--- src/rtl/instr_fetch_ctrl_pkg.sv ---
// Shared fetch-side definitions: opcode constants, instruction field positions and FSM states.
package instr_fetch_ctrl_pkg;

    localparam logic [3:0] OP_BCOND  = 4'hC;
    localparam logic [3:0] OP_JCOND  = 4'h4;
    localparam logic [3:0] EXT_JCOND = 4'hC;

    localparam int unsigned OP_LSB   = 12;
    localparam int unsigned COND_LSB = 8;
    localparam int unsigned EXT_LSB  = 4;
    localparam int unsigned DISP_LSB = 0;
    localparam int unsigned RS_LSB   = 0;

    typedef enum logic [1:0] {
        StIdle,
        StReq,
        StWait,
        StUpdate
    } fetch_state_e;

    function automatic logic is_bcond(logic [15:0] instr);
        return instr[OP_LSB +: 4] == OP_BCOND;
    endfunction

    function automatic logic is_jcond(logic [15:0] instr);
        return (instr[OP_LSB +: 4] == OP_JCOND) && (instr[EXT_LSB +: 4] == EXT_JCOND);
    endfunction

endpackage

--- src/rtl/instr_fetch_ctrl_if.sv ---
// Bundle of PC control, register/flag lookup, instruction memory and decoder signals.
interface instr_fetch_ctrl_if #(
    parameter int unsigned AW = 16,
    parameter int unsigned IW = 16
);
    logic [AW-1:0] pc_addr;
    logic          pc_en;
    logic          pc_jump;
    logic          pc_branch;
    logic [7:0]    pc_disp;
    logic [AW-1:0] pc_rdest;
    logic [3:0]    reg_raddr;
    logic [AW-1:0] reg_rdata;
    logic [3:0]    cond_code;
    logic          cond_true;
    logic          mem_req;
    logic [AW-1:0] mem_addr;
    logic          mem_gnt;
    logic          mem_rvalid;
    logic [IW-1:0] mem_rdata;
    logic          dec_valid;
    logic [IW-1:0] dec_instr;
    logic          dec_ready;

    modport master (
        input  pc_addr, reg_rdata, cond_true, mem_gnt, mem_rvalid, mem_rdata, dec_ready,
        output pc_en, pc_jump, pc_branch, pc_disp, pc_rdest, reg_raddr, cond_code,
        output mem_req, mem_addr, dec_valid, dec_instr
    );

    modport slave (
        output pc_addr, reg_rdata, cond_true, mem_gnt, mem_rvalid, mem_rdata, dec_ready,
        input  pc_en, pc_jump, pc_branch, pc_disp, pc_rdest, reg_raddr, cond_code,
        input  mem_req, mem_addr, dec_valid, dec_instr
    );

endinterface

--- src/rtl/instr_fetch_ctrl_sync_fifo.sv ---
// Show-ahead synchronous FIFO; dout is the head entry whenever empty is low.
module sync_fifo #(
    parameter int unsigned DEPTH = 4,
    parameter int unsigned W     = 16
) (
    input  logic                     clk,
    input  logic                     reset,
    input  logic                     push,
    input  logic [W-1:0]             din,
    input  logic                     pop,
    output logic [W-1:0]             dout,
    output logic                     full,
    output logic                     empty,
    output logic [$clog2(DEPTH):0]   count
);
    localparam int unsigned PW = $clog2(DEPTH);

    logic [W-1:0]  mem_q [DEPTH];
    logic [PW-1:0] wptr_q, rptr_q;
    logic [PW:0]   count_q;
    logic          do_push, do_pop;

    assign do_push = push && !full;
    assign do_pop  = pop && !empty;

    always_ff @(posedge clk) begin
        if (reset) begin
            wptr_q  <= '0;
            rptr_q  <= '0;
            count_q <= '0;
        end else begin
            if (do_push) wptr_q <= wptr_q + 1'b1;
            if (do_pop)  rptr_q <= rptr_q + 1'b1;
            unique case ({do_push, do_pop})
                2'b10:   count_q <= count_q + 1'b1;
                2'b01:   count_q <= count_q - 1'b1;
                default: count_q <= count_q;
            endcase
        end
    end

    // Storage is not reset; entries are only observed after being written.
    always_ff @(posedge clk) begin
        if (do_push) mem_q[wptr_q] <= din;
    end

    assign dout  = mem_q[rptr_q];
    assign full  = count_q == (PW + 1)'(DEPTH);
    assign empty = count_q == '0;
    assign count = count_q;

endmodule

--- src/rtl/instr_fetch_ctrl.sv ---
// Fetch controller: one outstanding instruction read, buffered for the decoder, with PC feedback.
module instr_fetch_ctrl
    import instr_fetch_ctrl_pkg::*;
#(
    parameter int unsigned DEPTH = 4,
    parameter int unsigned AW    = 16,
    parameter int unsigned IW    = 16
) (
    input  logic                clk,
    input  logic                reset,
    instr_fetch_ctrl_if.master  bus_io
);
    localparam int unsigned CW = $clog2(DEPTH) + 1;

    fetch_state_e  state_q, state_d;
    logic [AW-1:0] mem_addr_q, mem_addr_d;
    logic [IW-1:0] instr_q, instr_d;

    logic          fifo_push, fifo_pop, fifo_full, fifo_empty;
    logic [CW-1:0] fifo_count;
    logic [IW-1:0] fifo_dout;
    logic          fetch_ok;
    logic          instr_branch, instr_jump;

    assign fetch_ok     = fifo_count < CW'(DEPTH);
    assign instr_branch = is_bcond(instr_q[15:0]);
    assign instr_jump   = is_jcond(instr_q[15:0]);

    always_ff @(posedge clk) begin
        if (reset) begin
            state_q    <= StIdle;
            mem_addr_q <= '0;
            instr_q    <= '0;
        end else begin
            state_q    <= state_d;
            mem_addr_q <= mem_addr_d;
            instr_q    <= instr_d;
        end
    end

    always_comb begin
        state_d    = state_q;
        mem_addr_d = mem_addr_q;
        instr_d    = instr_q;
        unique case (state_q)
            StIdle: begin
                if (fetch_ok) begin
                    mem_addr_d = bus_io.pc_addr;
                    state_d    = StReq;
                end
            end
            StReq: begin
                if (bus_io.mem_gnt) state_d = StWait;
            end
            StWait: begin
                if (bus_io.mem_rvalid) begin
                    instr_d = bus_io.mem_rdata;
                    state_d = StUpdate;
                end
            end
            StUpdate: state_d = StIdle;
            default:  state_d = StIdle;
        endcase
    end

    always_comb begin
        bus_io.mem_req   = state_q == StReq;
        bus_io.mem_addr  = mem_addr_q;
        bus_io.pc_en     = 1'b0;
        bus_io.pc_jump   = 1'b0;
        bus_io.pc_branch = 1'b0;
        bus_io.pc_rdest  = '0;
        bus_io.pc_disp   = instr_q[DISP_LSB +: 8];
        bus_io.reg_raddr = instr_q[RS_LSB +: 4];
        bus_io.cond_code = instr_q[COND_LSB +: 4];
        // Register and flag lookups are combinational, so the decision lands in the UPDATE cycle.
        if (state_q == StUpdate) begin
            bus_io.pc_en     = 1'b1;
            bus_io.pc_branch = instr_branch && bus_io.cond_true;
            bus_io.pc_jump   = instr_jump && bus_io.cond_true;
            if (instr_jump) bus_io.pc_rdest = bus_io.reg_rdata;
        end
    end

    // Late read data after a reset is dropped because only WAIT may push.
    assign fifo_push        = (state_q == StWait) && bus_io.mem_rvalid;
    assign fifo_pop         = !fifo_empty && bus_io.dec_ready;
    assign bus_io.dec_valid = !fifo_empty;
    assign bus_io.dec_instr = fifo_dout;

    sync_fifo #(
        .DEPTH (DEPTH),
        .W     (IW)
    ) u_fifo (
        .clk   (clk),
        .reset (reset),
        .push  (fifo_push),
        .din   (bus_io.mem_rdata),
        .pop   (fifo_pop),
        .dout  (fifo_dout),
        .full  (fifo_full),
        .empty (fifo_empty),
        .count (fifo_count)
    );

endmodule

--- src/flat_wrapper.sv ---
// flat-port wrapper written by rule: the top's interface ports become plain ports
module instr_fetch_ctrl_flat import instr_fetch_ctrl_pkg::*;
#(
    parameter int unsigned DEPTH = 4,
    parameter int unsigned AW    = 16,
    parameter int unsigned IW    = 16
)
  (clk, reset, bus_io_pc_addr, bus_io_reg_rdata, bus_io_cond_true, bus_io_mem_gnt, bus_io_mem_rvalid, bus_io_mem_rdata, bus_io_dec_ready, bus_io_pc_en, bus_io_pc_jump, bus_io_pc_branch, bus_io_pc_disp, bus_io_pc_rdest, bus_io_reg_raddr, bus_io_cond_code, bus_io_mem_req, bus_io_mem_addr, bus_io_dec_valid, bus_io_dec_instr);
  instr_fetch_ctrl_if #(.AW(AW), .IW(IW)) bus_io_i ();
  input  logic clk;
  input  logic reset;
  input wire logic [$bits(bus_io_i.pc_addr)-1:0] bus_io_pc_addr;
  input wire logic [$bits(bus_io_i.reg_rdata)-1:0] bus_io_reg_rdata;
  input wire logic [$bits(bus_io_i.cond_true)-1:0] bus_io_cond_true;
  input wire logic [$bits(bus_io_i.mem_gnt)-1:0] bus_io_mem_gnt;
  input wire logic [$bits(bus_io_i.mem_rvalid)-1:0] bus_io_mem_rvalid;
  input wire logic [$bits(bus_io_i.mem_rdata)-1:0] bus_io_mem_rdata;
  input wire logic [$bits(bus_io_i.dec_ready)-1:0] bus_io_dec_ready;
  output wire logic [$bits(bus_io_i.pc_en)-1:0] bus_io_pc_en;
  output wire logic [$bits(bus_io_i.pc_jump)-1:0] bus_io_pc_jump;
  output wire logic [$bits(bus_io_i.pc_branch)-1:0] bus_io_pc_branch;
  output wire logic [$bits(bus_io_i.pc_disp)-1:0] bus_io_pc_disp;
  output wire logic [$bits(bus_io_i.pc_rdest)-1:0] bus_io_pc_rdest;
  output wire logic [$bits(bus_io_i.reg_raddr)-1:0] bus_io_reg_raddr;
  output wire logic [$bits(bus_io_i.cond_code)-1:0] bus_io_cond_code;
  output wire logic [$bits(bus_io_i.mem_req)-1:0] bus_io_mem_req;
  output wire logic [$bits(bus_io_i.mem_addr)-1:0] bus_io_mem_addr;
  output wire logic [$bits(bus_io_i.dec_valid)-1:0] bus_io_dec_valid;
  output wire logic [$bits(bus_io_i.dec_instr)-1:0] bus_io_dec_instr;
  assign bus_io_i.pc_addr = bus_io_pc_addr;
  assign bus_io_i.reg_rdata = bus_io_reg_rdata;
  assign bus_io_i.cond_true = bus_io_cond_true;
  assign bus_io_i.mem_gnt = bus_io_mem_gnt;
  assign bus_io_i.mem_rvalid = bus_io_mem_rvalid;
  assign bus_io_i.mem_rdata = bus_io_mem_rdata;
  assign bus_io_i.dec_ready = bus_io_dec_ready;
  assign bus_io_pc_en = bus_io_i.pc_en;
  assign bus_io_pc_jump = bus_io_i.pc_jump;
  assign bus_io_pc_branch = bus_io_i.pc_branch;
  assign bus_io_pc_disp = bus_io_i.pc_disp;
  assign bus_io_pc_rdest = bus_io_i.pc_rdest;
  assign bus_io_reg_raddr = bus_io_i.reg_raddr;
  assign bus_io_cond_code = bus_io_i.cond_code;
  assign bus_io_mem_req = bus_io_i.mem_req;
  assign bus_io_mem_addr = bus_io_i.mem_addr;
  assign bus_io_dec_valid = bus_io_i.dec_valid;
  assign bus_io_dec_instr = bus_io_i.dec_instr;
  instr_fetch_ctrl #(.DEPTH(DEPTH), .AW(AW), .IW(IW)) u_core (.clk(clk), .reset(reset), .bus_io(bus_io_i));
endmodule
--- config.mk ---
export PLATFORM = sky130hd
export DESIGN_NAME = instr_fetch_ctrl_flat
export DESIGN_NICKNAME = d
export VERILOG_FILES = /design/src/rtl/instr_fetch_ctrl_pkg.sv /design/src/rtl/instr_fetch_ctrl_if.sv /design/src/rtl/instr_fetch_ctrl_sync_fifo.sv /design/src/rtl/instr_fetch_ctrl.sv /design/src/flat_wrapper.sv
export SDC_FILE = /design/constraint.sdc
export NUM_CORES = 1
export LEC_CHECK = 0
export ABC_AREA = 1
export BUFFER_PORTS_ARGS = -buffer_cell sky130_fd_sc_hd__buf_2
export CAP_MARGIN = 20
export CORE_ASPECT_RATIO = 1.2
export CORE_MARGIN = 2
export CORE_UTILIZATION = 35
export DETAILED_ROUTE_END_ITERATION = 12
export GPL_TIMING_DRIVEN = 0
export PLACE_DENSITY = 0.71
export SYNTH_ARGS = -nofsm -noshare
export SYNTH_HDL_FRONTEND = slang
export SYNTH_SLANG_ARGS = --single-unit
export TNS_END_PERCENT = 20
--- constraint.sdc ---
create_clock -name clk -period 2 [get_ports clk]
set_clock_uncertainty 0.05 [all_clocks]
set_input_delay 0 -clock clk [delete_from_list [all_inputs] [get_ports clk]]
set_output_delay 0 -clock clk [all_outputs]
set_load 0.02 [all_outputs]
### Word-level counts from Yosys, hierarchy flattened

Memory sizes are Yosys's and may differ from the RTL's. A register that Yosys moved wholly into a read port is not among the register bits.
Cells that the tools add are included.

* memory bits (writable): 64
* word-level logic and storage cells: 53
* register bits after elaboration: 41
* output and inout port bits: 69
* memories: 1
* input bits: 54

Memories
* u_core.u_fifo.mem_q: depth 4, width 16, read ports 1, clocked after Yosys merged registers in 1, wr ports 1, line instr_fetch_ctrl_sync_fifo.sv:18 `logic [W-1:0] mem_q [DEPTH];`

* magnitude comparators: 1
* equality and inequality tests: 12
* $add $sub $neg: 4
* muxes and demuxes: 14
* reductions and logical operators: 15

Operators with widths (count)
* 16-bit two-way mux: 2
* 2-bit two-way mux: 5
* 4-bit equality test (second input constant): 2
* 2-bit one-hot mux with 4 select lines: 1
* 1-bit logical AND: 7
* 2-bit equality test (second input constant): 3
* 3-bit one-hot mux with 2 select lines: 1
* 1-bit two-way mux: 5
* 2-bit by 1-bit adder with 2-bit output (second input constant): 2
* 2-bit by 1-bit equality test with 1-bit output (second input constant): 2
* 4-bit by 3-bit equality test with 1-bit output (second input constant): 1
* 2-bit != test (second input constant): 2
* 2-bit AND reduction: 2
* 3-bit by 1-bit adder with 3-bit output (second input constant): 1
* 3-bit equality test (second input constant): 1
* 3-bit logical NOT: 1
* 3-bit less-than comparator (second input constant): 1
* 3-bit AND reduction: 1
* 3-bit by 1-bit subtractor with 3-bit output (second input constant): 1
* 1-bit logical NOT: 2
* 2-bit logical NOT: 1
* 2-bit by 1-bit != test with 1-bit output (second input constant): 1
* 2-bit nonzero test: 1

### Logic depth before layout (Yosys ltp)

* depth after elaboration: 6
* mapped depth: 14
* gate-level depth less buffers: 14

### By module

Synthesis repeated with hierarchy kept, for this count alone.

* cell total of the unflattened synthesis: 451
* area total of the unflattened synthesis: 4544.4 um^2

Modules (own cells, without submodules)
* sync_fifo: area each 2849.0 um^2, instances 1, seq. area each 2102.0 um^2, cells an instance 224
* instr_fetch_ctrl: area each 1695.4 um^2, instances 1, seq. area each 680.7 um^2, cells an instance 227

### Least setup slack after synthesis

No wires, ideal clock.

* path type: reg2reg
* start point: reg u_core.state_q[0]
* end point: mem u_core.u_fifo.mem_q[0][0] (enable)
* arrival: 1.604 ns
* clock period less this slack: 2.043 ns
* buffers on the path: 0
* data required time: 1.561 ns
* path slack: -0.043 ns
* cell stages (with the launch flop): 7
* path through: dfxtp_1 inv_1 ha_1 nand2_2 inv_4 nand2_2 nor2_1

* cells in the longest elaborated chain, start to end: 5

RTL lines
* start: declaration: line instr_fetch_ctrl.sv:15 `fetch_state_e state_q, state_d;`
* start signal: assignment: line instr_fetch_ctrl.sv:31 `state_q <= StIdle;`
* start signal: assignment: line instr_fetch_ctrl.sv:35 `state_q <= state_d;`
* 2-bit equality test: line instr_fetch_ctrl.sv:86 `assign fifo_push = (state_q == StWait) && bus_io.mem_rvalid;`
* 1-bit logical AND: line instr_fetch_ctrl.sv:86
* 1-bit logical AND: line instr_fetch_ctrl_sync_fifo.sv:23 `assign do_push = push && !full;`
* 1-bit two-way mux: line instr_fetch_ctrl_sync_fifo.sv:44 `if (do_push) mem_q[wptr_q] <= din;`
* 1-bit two-way mux (not written as such): line instr_fetch_ctrl_sync_fifo.sv:44
* end: declaration: line instr_fetch_ctrl_sync_fifo.sv:18

Every way passes these cells.

### Worst setup path after layout

* start point: reg u_core.state_q[0]
* end point: mem u_core.u_fifo.mem_q[0][9] (enable)

Same word-level chain as after synthesis.

==> flow_summary.yaml <==
grt:
  first_global_vias: 3830
  track_usage_pct: 17.2
  grt_max_degree: 20
  antenna_found_initial: 0
  grt_pass1_wl_um: 18400
  grt-ovfl-total: 0
synthesis:
  synth_edf_count: 64
  synth_nets: 508
  syn-cell-area_um2: 4490
  synth_warnings: 0
  synth_cells: 444
  synth-main-ff-cell: "edfxtp_1"
  yosys.cell_types.count: 25
  syn_area_per_cell_um2: 10.1
  yosys_register_bits: 107
  ys_seq_area_share_pct: 62.0
  synth_async_sr_flop_share_pct: 0
worst_hold_path:
  min_from: "bus_io_mem_rvalid"
  min_to: "u_core.instr_q[0]"
  hold_path_class: "primary input to flop"
  hold_depth: 5
pwr:
  p_sw_share_pct: 37.4
  p_int_uw: 4540
  p_clk_share_pct: 24.7
  leakage_uw: 0.00260
  power_density_nw_per_um2: 1190
  p_seq_share_pct: 39.3
  power_switching_uw: 2720
  pwr-share-comb_pct: 36.0
  ir_drop_mv: 0.879
critical_path:
  worstPathMaxFanout: 12
  reg2reg_depth: 8
  crit_type: "flop to flop"
  end_kind: "flop"
  r2r-end: "u_core.u_fifo.mem_q[0][9]"
  arrival_ns: 1.91
  setup.worst_path.start_class: "flop"
  cp.required_ns: 2.00
  worstSetupStartpoint: "u_core.state_q[0]"
  r2r_start: "u_core.state_q[0]"
  rrSetupSlack_ns: 0.09
final_layout:
  drive_above_1_share_pct: 34.0
  area_delta_synth_final_pct: 35.4
  fin_nets: 680
  num_antenna_cells: 0
  design_area_um2: 6080
die:
  fp.dieArea_um2: 13800
  rows: 45
  io_pins: 123
  die_h_um: 128
  die_x_um: 107
  start_util_pct: 35.6
  core_region_area_um2: 12600
sta:
  max_freq_ghz: 0.524
  grt_setup_unrepaired: "true"
  fin_crit_sh_pct: 95.4
  slew-limit-headroom_pct: 64.4
  tightest_slew_ns: 0.533
  finalMaxSlewViolations: 0
  period_minus_slack_ns: 1.91
  worst_slack_ns: 0.0910
  setup_violations: 0
  final-hold-violation-count: 0
detailed_routing:
  routedWlPerCell_um: 14.9
  wl_um: 11700
  wl_met3_um: 864
  vias_per_cell: 4.73
  dr_total_vias: 3713
  top_layer_used: "met4"
  drtIter0Drc: 254
  dr_wl_met2_um: 6040
  drtPass1Iterations: 4
  drc: 0
  met1_length_um: 4590
  postRouteAntennaNets: 0
clocking:
  clockBufferDepth: 2
  cts_buffers: 9
  clkSinkCount: 107
  htree_levels: 3
  clk_latency_ns: 0.34
  clk_pin_slew_worst_paths_ns: 0.08
  root_buffer: "clkbuf_16"
  cts_tree: "built"
status:
  outcome: "complete, no violations"
placement:
  place.gp.congestion: 0.803
  dpl_worst_slack_ns: -0.370
  port_buffers: 122
  dp_hpwl_um: 8050
  post_dp_cell_area_um2: 5350
flow_run:
  maxCapViolations: 0
==> cell usage in the layout, fill, tap and decap left out, drive strengths merged <==
cell,n
buf,160
nor2,109
o21ai,66
edfxtp,64
inv,47
dfxtp,43
dlygate4sd3,34
nand2,27
nor3,18
o22ai,16
clkbuf,12
ha,9
nand3,7
a21oi,6
nor4,1
or2,1
fa,1
==> per-layer routing <==
layer	vias up	global-route usage (%)
li1	1819	-
met1	1741	19.4
met2	137	30.7
met3	16	4.58
met4	0	7.09
met5	-	0
==> kinds of logic after synthesis <==
logic type,after synthesis,share of synthesized area [%]
adders and majority gates,10,2.95
AOI/OAI and AO/OA,88,10.3
buffers and inverters,76,8.72
DFF,107,62.0
and+or+nand+nor,163,16.1
==> worst max path at each step <==
| stage | end |
|---|---|
| 6_report | u_core.u_fifo.mem_q[0][9] |
| 5_1_grt | bus_io_pc_rdest[14] |
| 4_1_cts | u_core.u_fifo.count[2] |
| 3_5_place_dp | u_core.u_fifo.count[2] |
| 3_3_place_gp | u_core.u_fifo.mem_q[0][12] |
| 2_1_floorplan | u_core.u_fifo.mem_q[0][0] |
==> power groups by stage <==
stage / logic [uW] / clock network, uW / registers (uW)
2_1_floorplan: 1480 / 0 / 3030
4_1_cts: 2540 / 1810 / 2850
6_report: 2610 / 1790 / 2850
5_1_grt: 2880 / 1900 / 2890
3_3_place_gp: 2340 / 0 / 2870
3_5_place_dp: 2440 / 0 / 2890
==> sequential cells by signal, summed over array words and instances, names as in the netlist, named ones only <==
signal,count
u_core.u_fifo.count,3
u_core.u_fifo.wptr_q,2
u_core.u_fifo.mem_q,64
u_core.bus_io.mem_addr,16
u_core.state_q,2
u_core.u_fifo.rptr_q,2
u_core.instr_q,16
==> Yosys cell counts, types with 2 or more instances <==
master	n	area (um^2)
buf_2	12	60.1
nand2_1	23	86.3
nand3_1	6	30.0
buf_6	2	22.5
nand2_2	3	18.8
ha_1	9	113
nor2_1	109	409
inv_4	2	12.5
o22ai_1	16	100
inv_2	6	22.5
a21oi_1	6	30.0
inv_1	34	128
edfxtp_1	64	1920
o21ai_0	18	90.1
nor3_2	11	110
dfxtp_1	43	861
nor3_1	7	35.0
o21ai_1	48	240
buf_4	19	143
==> final cells by class <==
class | count | area, um^2
Buffer | 34 | 229
Clock buffer | 11 | 254
Clock inverter | 5 | 48.8
Fill cell | 1191 | 6530
Inverter | 42 | 165
Multi-Input combinational cell | 261 | 1390
Sequential cell | 107 | 2790
Tap cell | 164 | 205
Timing Repair Buffer | 161 | 1000
==> per-stage QoR <==
stage	total power, uW	utilization (%)	instances	setup TNS (ns)	hold slack (ns)
6_report	7260	48.2	785	0	0.0635
5_1_grt	7670	48.2	785	-0.133	0.0755
4_1_cts	7200	47.8	783	-0.0842	0.0542
3_5_place_dp	5330	42.4	732	-11.19	0.185
3_3_place_gp	5220	42.1	730	-44.56	0.180
2_1_floorplan	4520	-	444	-2.75	0.0191
==> critical path: stages, from the launching register on <==
cell and delay (ns):
dfxtp_2 0.32, inv_1 0.13, ha_4 0.18, nand2_4 0.07, inv_6 0.12, nand2_8 0.07, buf_4 0.18, nor2_2 0.29
buf_8 0.21
==> what timing repair did <==
item,4_1_cts,5_1_grt
hold buffers,34,0
hold endpoints to repair,102,0
setup endpoints to repair,51,3
setup buffers,1,2
pin swaps,1,2
resized for setup,8,7
(Power assumes the default switching activity.)
